[src/rtl/mac_fifo_feeder_pkg.sv]
// Shared constants, state type and helpers for the MAC FIFO feeder.
package mac_fifo_feeder_pkg;

    localparam int DATA_W   = 32;
    localparam int GROUP    = 3;
    localparam int NUM_COEF = 8;
    localparam int CA_W     = $clog2(NUM_COEF);
    localparam int GI_W     = $clog2(GROUP);
    localparam int WORD_W   = GROUP * DATA_W;

    typedef enum logic {
        S_SAMPLE,
        S_COEF
    } feed_state_t;

    // Coefficient write address advance, wrapping at the top of the bank
    function automatic logic [CA_W-1:0] nextCoefAddr(input logic [CA_W-1:0] addr);
        return (addr == CA_W'(NUM_COEF - 1)) ? '0 : addr + 1'b1;
    endfunction

endpackage

[src/rtl/mac_fifo_feeder_if.sv]
// Sample/coefficient input port and FIFO/coefficient-bank write port of the feeder.
interface mac_fifo_feeder_if;
    import mac_fifo_feeder_pkg::*;

    logic              PushIn;
    logic [DATA_W-1:0] DataIn;
    logic              StopIn;
    logic              PushCoef;
    logic [DATA_W-1:0] CoefIn;
    logic              fifo_full;
    logic              fifo_PushOut;
    logic [WORD_W-1:0] fifo_DataOut;
    logic              coef_we;
    logic [CA_W-1:0]   coef_addr;
    logic [DATA_W-1:0] coef_data;
    logic              coef_done;
    logic              collide_err;

    modport slave (
        input  PushIn, DataIn, PushCoef, CoefIn, fifo_full,
        output StopIn, fifo_PushOut, fifo_DataOut,
               coef_we, coef_addr, coef_data, coef_done, collide_err
    );

    modport master (
        output PushIn, DataIn, PushCoef, CoefIn, fifo_full,
        input  StopIn, fifo_PushOut, fifo_DataOut,
               coef_we, coef_addr, coef_data, coef_done, collide_err
    );

endinterface

[src/rtl/mac_fifo_feeder_sample_packer.sv]
// Collects GROUP consecutive samples into one wide word, slot 0 in the LSBs.
module mac_fifo_feeder_sample_packer
    import mac_fifo_feeder_pkg::*;
(
    input  logic              Clk,
    input  logic              Reset,
    input  logic              i_accept,
    input  logic              i_clear,
    input  logic [DATA_W-1:0] i_data,
    output logic [GI_W-1:0]   o_groupIdx,
    output logic              o_groupDone,
    output logic [WORD_W-1:0] o_packedWord
);

    logic [GI_W-1:0]   r_groupIdx;
    logic [WORD_W-1:0] r_pack;
    logic              w_lastSlot;

    assign w_lastSlot   = (r_groupIdx == GI_W'(GROUP - 1));
    assign o_groupDone  = i_accept & w_lastSlot;
    assign o_groupIdx   = r_groupIdx;

    // The completed word includes the sample arriving this cycle in its slot
    always_comb begin
        o_packedWord = r_pack;
        o_packedWord[r_groupIdx*DATA_W +: DATA_W] = i_data;
    end

    // Slot counter and storage; a clear drops any partial group
    always_ff @(posedge Clk or posedge Reset) begin
        if (Reset) begin
            r_groupIdx <= '0;
            r_pack     <= '0;
        end else if (i_clear) begin
            r_groupIdx <= '0;
        end else if (i_accept) begin
            r_pack[r_groupIdx*DATA_W +: DATA_W] <= i_data;
            r_groupIdx <= w_lastSlot ? '0 : r_groupIdx + 1'b1;
        end
    end

endmodule

[src/rtl/mac_fifo_feeder.sv]
// Write-side producer for the MAC sample FIFO and coefficient bank loader.
module mac_fifo_feeder
    import mac_fifo_feeder_pkg::*;
(
    input  logic               Clk,
    input  logic               Reset,
    mac_fifo_feeder_if.slave   io_feed
);

    feed_state_t       r_state;
    feed_state_t       w_nextState;
    logic              w_addrClear;

    logic              w_stop;
    logic              w_accept;
    logic              w_push;
    logic [GI_W-1:0]   w_groupIdx;
    logic              w_groupDone;
    logic [WORD_W-1:0] w_packedWord;

    logic [WORD_W-1:0] r_outReg;
    logic              r_outValid;

    logic [CA_W-1:0]   r_coefAddr;
    logic [CA_W-1:0]   r_coefAddrOut;
    logic [DATA_W-1:0] r_coefData;
    logic              r_coefWe;
    logic              r_coefDone;
    logic              r_collideErr;

    // Stop only when a word is pending and the next sample would complete another
    assign w_stop   = r_outValid & (w_groupIdx == GI_W'(GROUP - 1));
    assign w_accept = io_feed.PushIn & ~w_stop & ~io_feed.PushCoef;
    assign w_push   = r_outValid & ~io_feed.fifo_full;

    mac_fifo_feeder_sample_packer u_packer (
        .Clk          (Clk),
        .Reset        (Reset),
        .i_accept     (w_accept),
        .i_clear      (io_feed.PushCoef),
        .i_data       (io_feed.DataIn),
        .o_groupIdx   (w_groupIdx),
        .o_groupDone  (w_groupDone),
        .o_packedWord (w_packedWord)
    );

    // Mode register
    always_ff @(posedge Clk or posedge Reset) begin
        if (Reset) begin
            r_state <= S_SAMPLE;
        end else begin
            r_state <= w_nextState;
        end
    end

    // Mode transitions; leaving coefficient mode starts a new coefficient frame
    always_comb begin
        w_nextState = r_state;
        w_addrClear = 1'b0;
        case (r_state)
            S_SAMPLE: begin
                if (io_feed.PushCoef) begin
                    w_nextState = S_COEF;
                end
            end
            S_COEF: begin
                if (io_feed.PushIn && !io_feed.PushCoef) begin
                    w_nextState = S_SAMPLE;
                    w_addrClear = 1'b1;
                end
            end
            default: begin
                w_nextState = S_SAMPLE;
            end
        endcase
    end

    // Output word holding register; a completing group can never collide with a pending word
    always_ff @(posedge Clk or posedge Reset) begin
        if (Reset) begin
            r_outReg   <= '0;
            r_outValid <= 1'b0;
        end else if (w_groupDone) begin
            r_outReg   <= w_packedWord;
            r_outValid <= 1'b1;
        end else if (w_push) begin
            r_outValid <= 1'b0;
        end
    end

    // Registered coefficient bank write port and wrapping address
    always_ff @(posedge Clk or posedge Reset) begin
        if (Reset) begin
            r_coefAddr    <= '0;
            r_coefAddrOut <= '0;
            r_coefData    <= '0;
            r_coefWe      <= 1'b0;
            r_coefDone    <= 1'b0;
            r_collideErr  <= 1'b0;
        end else begin
            r_coefWe     <= io_feed.PushCoef;
            r_coefDone   <= io_feed.PushCoef & (r_coefAddr == CA_W'(NUM_COEF - 1));
            r_collideErr <= io_feed.PushIn & io_feed.PushCoef;
            if (io_feed.PushCoef) begin
                r_coefData    <= io_feed.CoefIn;
                r_coefAddrOut <= r_coefAddr;
                r_coefAddr    <= nextCoefAddr(r_coefAddr);
            end else if (w_addrClear) begin
                r_coefAddr    <= '0;
            end
        end
    end

    assign io_feed.StopIn       = w_stop;
    assign io_feed.fifo_PushOut = w_push;
    assign io_feed.fifo_DataOut = r_outReg;
    assign io_feed.coef_we      = r_coefWe;
    assign io_feed.coef_addr    = r_coefAddrOut;
    assign io_feed.coef_data    = r_coefData;
    assign io_feed.coef_done    = r_coefDone;
    assign io_feed.collide_err  = r_collideErr;

endmodule

[src/flat_wrapper.sv]
// flat-port wrapper written by rule: the top's interface ports become plain ports
module mac_fifo_feeder_flat import mac_fifo_feeder_pkg::*;
  (Clk, Reset, io_feed_PushIn, io_feed_DataIn, io_feed_PushCoef, io_feed_CoefIn, io_feed_fifo_full, io_feed_StopIn, io_feed_fifo_PushOut, io_feed_fifo_DataOut, io_feed_coef_we, io_feed_coef_addr, io_feed_coef_data, io_feed_coef_done, io_feed_collide_err);
  mac_fifo_feeder_if io_feed_i ();
  input  logic Clk;
  input  logic Reset;
  input wire logic [$bits(io_feed_i.PushIn)-1:0] io_feed_PushIn;
  input wire logic [$bits(io_feed_i.DataIn)-1:0] io_feed_DataIn;
  input wire logic [$bits(io_feed_i.PushCoef)-1:0] io_feed_PushCoef;
  input wire logic [$bits(io_feed_i.CoefIn)-1:0] io_feed_CoefIn;
  input wire logic [$bits(io_feed_i.fifo_full)-1:0] io_feed_fifo_full;
  output wire logic [$bits(io_feed_i.StopIn)-1:0] io_feed_StopIn;
  output wire logic [$bits(io_feed_i.fifo_PushOut)-1:0] io_feed_fifo_PushOut;
  output wire logic [$bits(io_feed_i.fifo_DataOut)-1:0] io_feed_fifo_DataOut;
  output wire logic [$bits(io_feed_i.coef_we)-1:0] io_feed_coef_we;
  output wire logic [$bits(io_feed_i.coef_addr)-1:0] io_feed_coef_addr;
  output wire logic [$bits(io_feed_i.coef_data)-1:0] io_feed_coef_data;
  output wire logic [$bits(io_feed_i.coef_done)-1:0] io_feed_coef_done;
  output wire logic [$bits(io_feed_i.collide_err)-1:0] io_feed_collide_err;
  assign io_feed_i.PushIn = io_feed_PushIn;
  assign io_feed_i.DataIn = io_feed_DataIn;
  assign io_feed_i.PushCoef = io_feed_PushCoef;
  assign io_feed_i.CoefIn = io_feed_CoefIn;
  assign io_feed_i.fifo_full = io_feed_fifo_full;
  assign io_feed_StopIn = io_feed_i.StopIn;
  assign io_feed_fifo_PushOut = io_feed_i.fifo_PushOut;
  assign io_feed_fifo_DataOut = io_feed_i.fifo_DataOut;
  assign io_feed_coef_we = io_feed_i.coef_we;
  assign io_feed_coef_addr = io_feed_i.coef_addr;
  assign io_feed_coef_data = io_feed_i.coef_data;
  assign io_feed_coef_done = io_feed_i.coef_done;
  assign io_feed_collide_err = io_feed_i.collide_err;
  mac_fifo_feeder u_core (.Clk(Clk), .Reset(Reset), .io_feed(io_feed_i));
endmodule
[config.mk]
export PLATFORM = sky130hd
export DESIGN_NAME = mac_fifo_feeder_flat
export DESIGN_NICKNAME = d
export VERILOG_FILES = /design/src/rtl/mac_fifo_feeder_pkg.sv /design/src/rtl/mac_fifo_feeder_if.sv /design/src/rtl/mac_fifo_feeder_sample_packer.sv /design/src/rtl/mac_fifo_feeder.sv /design/src/flat_wrapper.sv
export SDC_FILE = /design/constraint.sdc
export NUM_CORES = 1
export LEC_CHECK = 0
export CAP_MARGIN = 20
export CORE_UTILIZATION = 47
export CTS_CLUSTER_DIAMETER = 80
export DETAILED_ROUTE_END_ITERATION = 8
export GPL_TIMING_DRIVEN = 0
export MAX_ROUTING_LAYER = met4
export PLACE_DENSITY = 0.84
export REMOVE_ABC_BUFFERS = 1
export SYNTH_ARGS = -nofsm -noshare
export SYNTH_HDL_FRONTEND = slang
export SYNTH_HIERARCHICAL = 1
export SYNTH_SLANG_ARGS = --single-unit
[constraint.sdc]
create_clock -name Clk -period 4.5 [get_ports Clk]
set_input_delay 0.9 -clock Clk [delete_from_list [all_inputs] [get_ports Clk]]
set_output_delay 0.9 -clock Clk [all_outputs]
set_load 0.01 [all_outputs]
==> results.tsv <==
metric	value	unit
status	finished clean	
Tmin final	3.50	ns
Sequential Power Share	0.477	
register area	5930	sq um
Leak Pwr	5.94	nW
# resized after CTS	0	
worst slack at placement	0.586	ns
HPWL reported at the end of detailed placement	16100	microns
drt first pass iters	5	
Core Box Area	21200	sq um
clock share of power	0.379	
Worst-Margin Slew	0.958	ns
RSZ-0062 raised after global routing	false	
Hold Path Class	reg2reg	
crit path max fanout	52	
Final WS setup	0.995	ns
final wirelength	24700	microns
Layout Area Growth over Synthesis	30.3	%
first-pass GRT wire length	39700	microns
DR vias/cell	6.00	
fin nets	957	
Tcrit/Tclk final	0.779	
Synth area leaders	dfrtp_1 58%, mux2_2 11%, a32o_1 9.5%	
DIE WIDTH	150	microns
Critical Path Sink	u_core/io_feed.fifo_DataOut[34]$_DFFE_PP0P_	
worst reg-to-reg setup slack	1.25	ns
setup bufs post-CTS	0	
Vert. Die Dim	150	microns
Syn Inst Count	703	
pwr dens	371	nW/um^2
Inserted Diodes	0	
GRT Overall Usage	0.230	
Vias	7031	
initial core utilization	0.484	
Finished Core Util	0.630	
final hold violations	0	
R2R depth	5	
Max VDD drop	0.287	mV
Reg-to-Reg End	u_core/io_feed.fifo_DataOut[34]$_DFFE_PP0P_	
site row count	53	
clock skew	0.0145	ns
top-area cell type share of the netlist area	0.578	
CTS Buffer Depth	3	
Int Pwr	3.77	mW
Crit. End Element	register	
clk slew on worst S/H paths	0.06	ns
clk_lat worst skew	0.51	ns
vias in the first global route	7291	
Syn Area/Cell	14.6	sq um
cts bufs inserted	25	
Residual DRC	0	
Clock Sinks	237	
IO Pins	205	
RR Startpoint	u_core/u_packer/o_groupIdx[0]$_DFFE_PP0P_	
DP Area	12600	sq um
Synth Flop Type	dfrtp_1	
Max-Cap Viols	0	
layout cells sized above 1	0.215	
fill count	1538	
crit start category	input port	
Max-slew headroom	0.360	
Final Max Slew Viols	0	
sequential-to-total area share from yosys stat	0.578	
Mapped Area	10300	sq um
FMAX	285	MHz
antenna viol nets, final	0	
hold_buf cts	0	
Synth cell types	27	
largest net degree at the start of global routing	79	
Yosys top cell by area	dfrtp_1	
Sw Ratio	0.240	
required time of the worst setup path	4.89	ns
synth warn	6	
async set or reset register ratio after synthesis	1.00	
clk root buf	clkbuf_16	
Worst Setup SP	io_feed_PushIn	
drt initial violations	384	
post-route cell area	13400	sq um
Port Buf Inserts	204	
Setup-failing EPs final	0	
routability-driven placement congestion ratio	0.703	
GRT overflow	0	
H-tree levels	1	
initial antenna violation count	0	
Post-synth EDFFs	0	
logic gate share of total power	0.144	
Die ar.	22400	sq um
Multi-input gate area	3890	sq um
crit path DAT	3.89	ns
drt wl/cell	21.1	microns
crit path kind	in2reg	
#FFs+latches synth	237	
NetSw	1.19	mW
TritonCTS clock tree	done	
-- cell usage after synthesis, types with 2 or more instances --
| master | number |
|---|---|
| mux2i_1 | 2 |
| nor2b_1 | 30 |
| nor2_1 | 2 |
| nor3b_1 | 2 |
| buf_6 | 14 |
| a32o_1 | 97 |
| and2_1 | 3 |
| clkbuf_1 | 20 |
| buf_4 | 10 |
| buf_2 | 26 |
| ha_1 | 6 |
| mux2_2 | 102 |
| and2b_1 | 5 |
| a22o_1 | 96 |
| dfrtp_1 | 237 |
| nand3b_1 | 3 |
| inv_1 | 9 |
| mux2_4 | 29 |
| a31o_2 | 2 |
-- cell families after synthesis --
group,synth area share
muxes,0.156
DFF,0.578
AOI/OAI and AO/OA,0.179
buffers and inverters,0.0460
and+or+nand+nor,0.0332
adders and majority gates,0.00731
-- sequential cells by signal (all words and copies together), names as in the netlist --
register,flops
u_core/io_feed.coef_addr,3
u_core/io_feed.coef_data,32
u_core/io_feed.coef_done,1
u_core/io_feed.coef_we,1
u_core/io_feed.collide_err,1
u_core/io_feed.fifo_DataOut,96
u_core/r_coefAddr,3
u_core/r_outValid,1
u_core/r_state,1
u_core/u_packer/o_groupIdx,2
u_core/u_packer/r_pack,96
-- cell type report --
| class | count | area share |
|---|---|---|
| repair buffers | 222 | 0.182 |
| well taps | 275 | 0.0257 |
| clock inverters | 3 | 0.00112 |
| clock buffers | 38 | 0.0542 |
| inverters | 9 | 0.00309 |
| flip-flops and latches | 237 | 0.443 |
| multi-input cells | 387 | 0.291 |
-- cells in the final DEF (no fill, tap or decap), types with 7 or more instances in the layout --
cell             instances
dfrtp_1                237
clkdlybuf4s50_1        203
mux2_2                 102
a32o_1                  97
a22o_1                  96
mux2_4                  29
nor2b_1                 29
clkbuf_16               25
clkbuf_1                 8
buf_16                   8
inv_1                    7
-- power by group through the flow --
stage / clock network [mW] / registers [mW] / logic [mW]
floorplan: 0 / 2.42 / 0.322
global placement: 0 / 2.39 / 0.664
detailed placement: 0 / 2.40 / 0.718
CTS: 1.93 / 2.37 / 0.723
global route: 2.01 / 2.38 / 0.770
finish: 1.88 / 2.37 / 0.716
-- worst max-delay path, cell delays in order --
cell,delay [ns]
clkdlybuf4s50_1,0.55
nor3b_1,0.80
and2_4,0.85
buf_16,0.33
mux2_2,0.38
-- worst min-delay path by stage --
stage | from | end | depth (start not counted)
6_report | u_core/u_packer/r_pack[23]$_DFFE_PP0P_ | u_core/u_packer/r_pack[23]$_DFFE_PP0P_ | 1
5_1_grt | u_core/u_packer/r_pack[68]$_DFFE_PP0P_ | u_core/u_packer/r_pack[68]$_DFFE_PP0P_ | 1
4_1_cts | u_core/u_packer/r_pack[71]$_DFFE_PP0P_ | u_core/u_packer/r_pack[71]$_DFFE_PP0P_ | 1
3_5_place_dp | u_core/u_packer/r_pack[71]$_DFFE_PP0P_ | u_core/u_packer/r_pack[71]$_DFFE_PP0P_ | 1
3_3_place_gp | u_core/u_packer/r_pack[48]$_DFFE_PP0P_ | u_core/u_packer/r_pack[48]$_DFFE_PP0P_ | 1
2_1_floorplan | u_core/r_outValid$_DFFE_PP0P_ | u_core/r_outValid$_DFFE_PP0P_ | 1
-- routing by layer --
layer  global-route usage  vias to the layer above  part of all wire
met1                0.297                     3664              0.42
met3               0.0433                       42             0.061
met4               0.0616                        0             0.021
li1                     -                     3076                 -
met5                    -                        -                 0
met2                0.372                      249              0.50
-- through the flow --
step                      setup TNS (ns)  power [mW]  cells  hold slack [ns]
after floorplan                  -166.26        2.74    633            0.457
after global placement          -1218.41        3.06   1112            0.473
after detailed placement               0        3.12   1130            0.481
final                                  0        4.97   1171            0.490
after global routing                   0        5.16   1171            0.499
after CTS                              0        5.02   1171            0.494
Power figures use the tool's default switching activity.
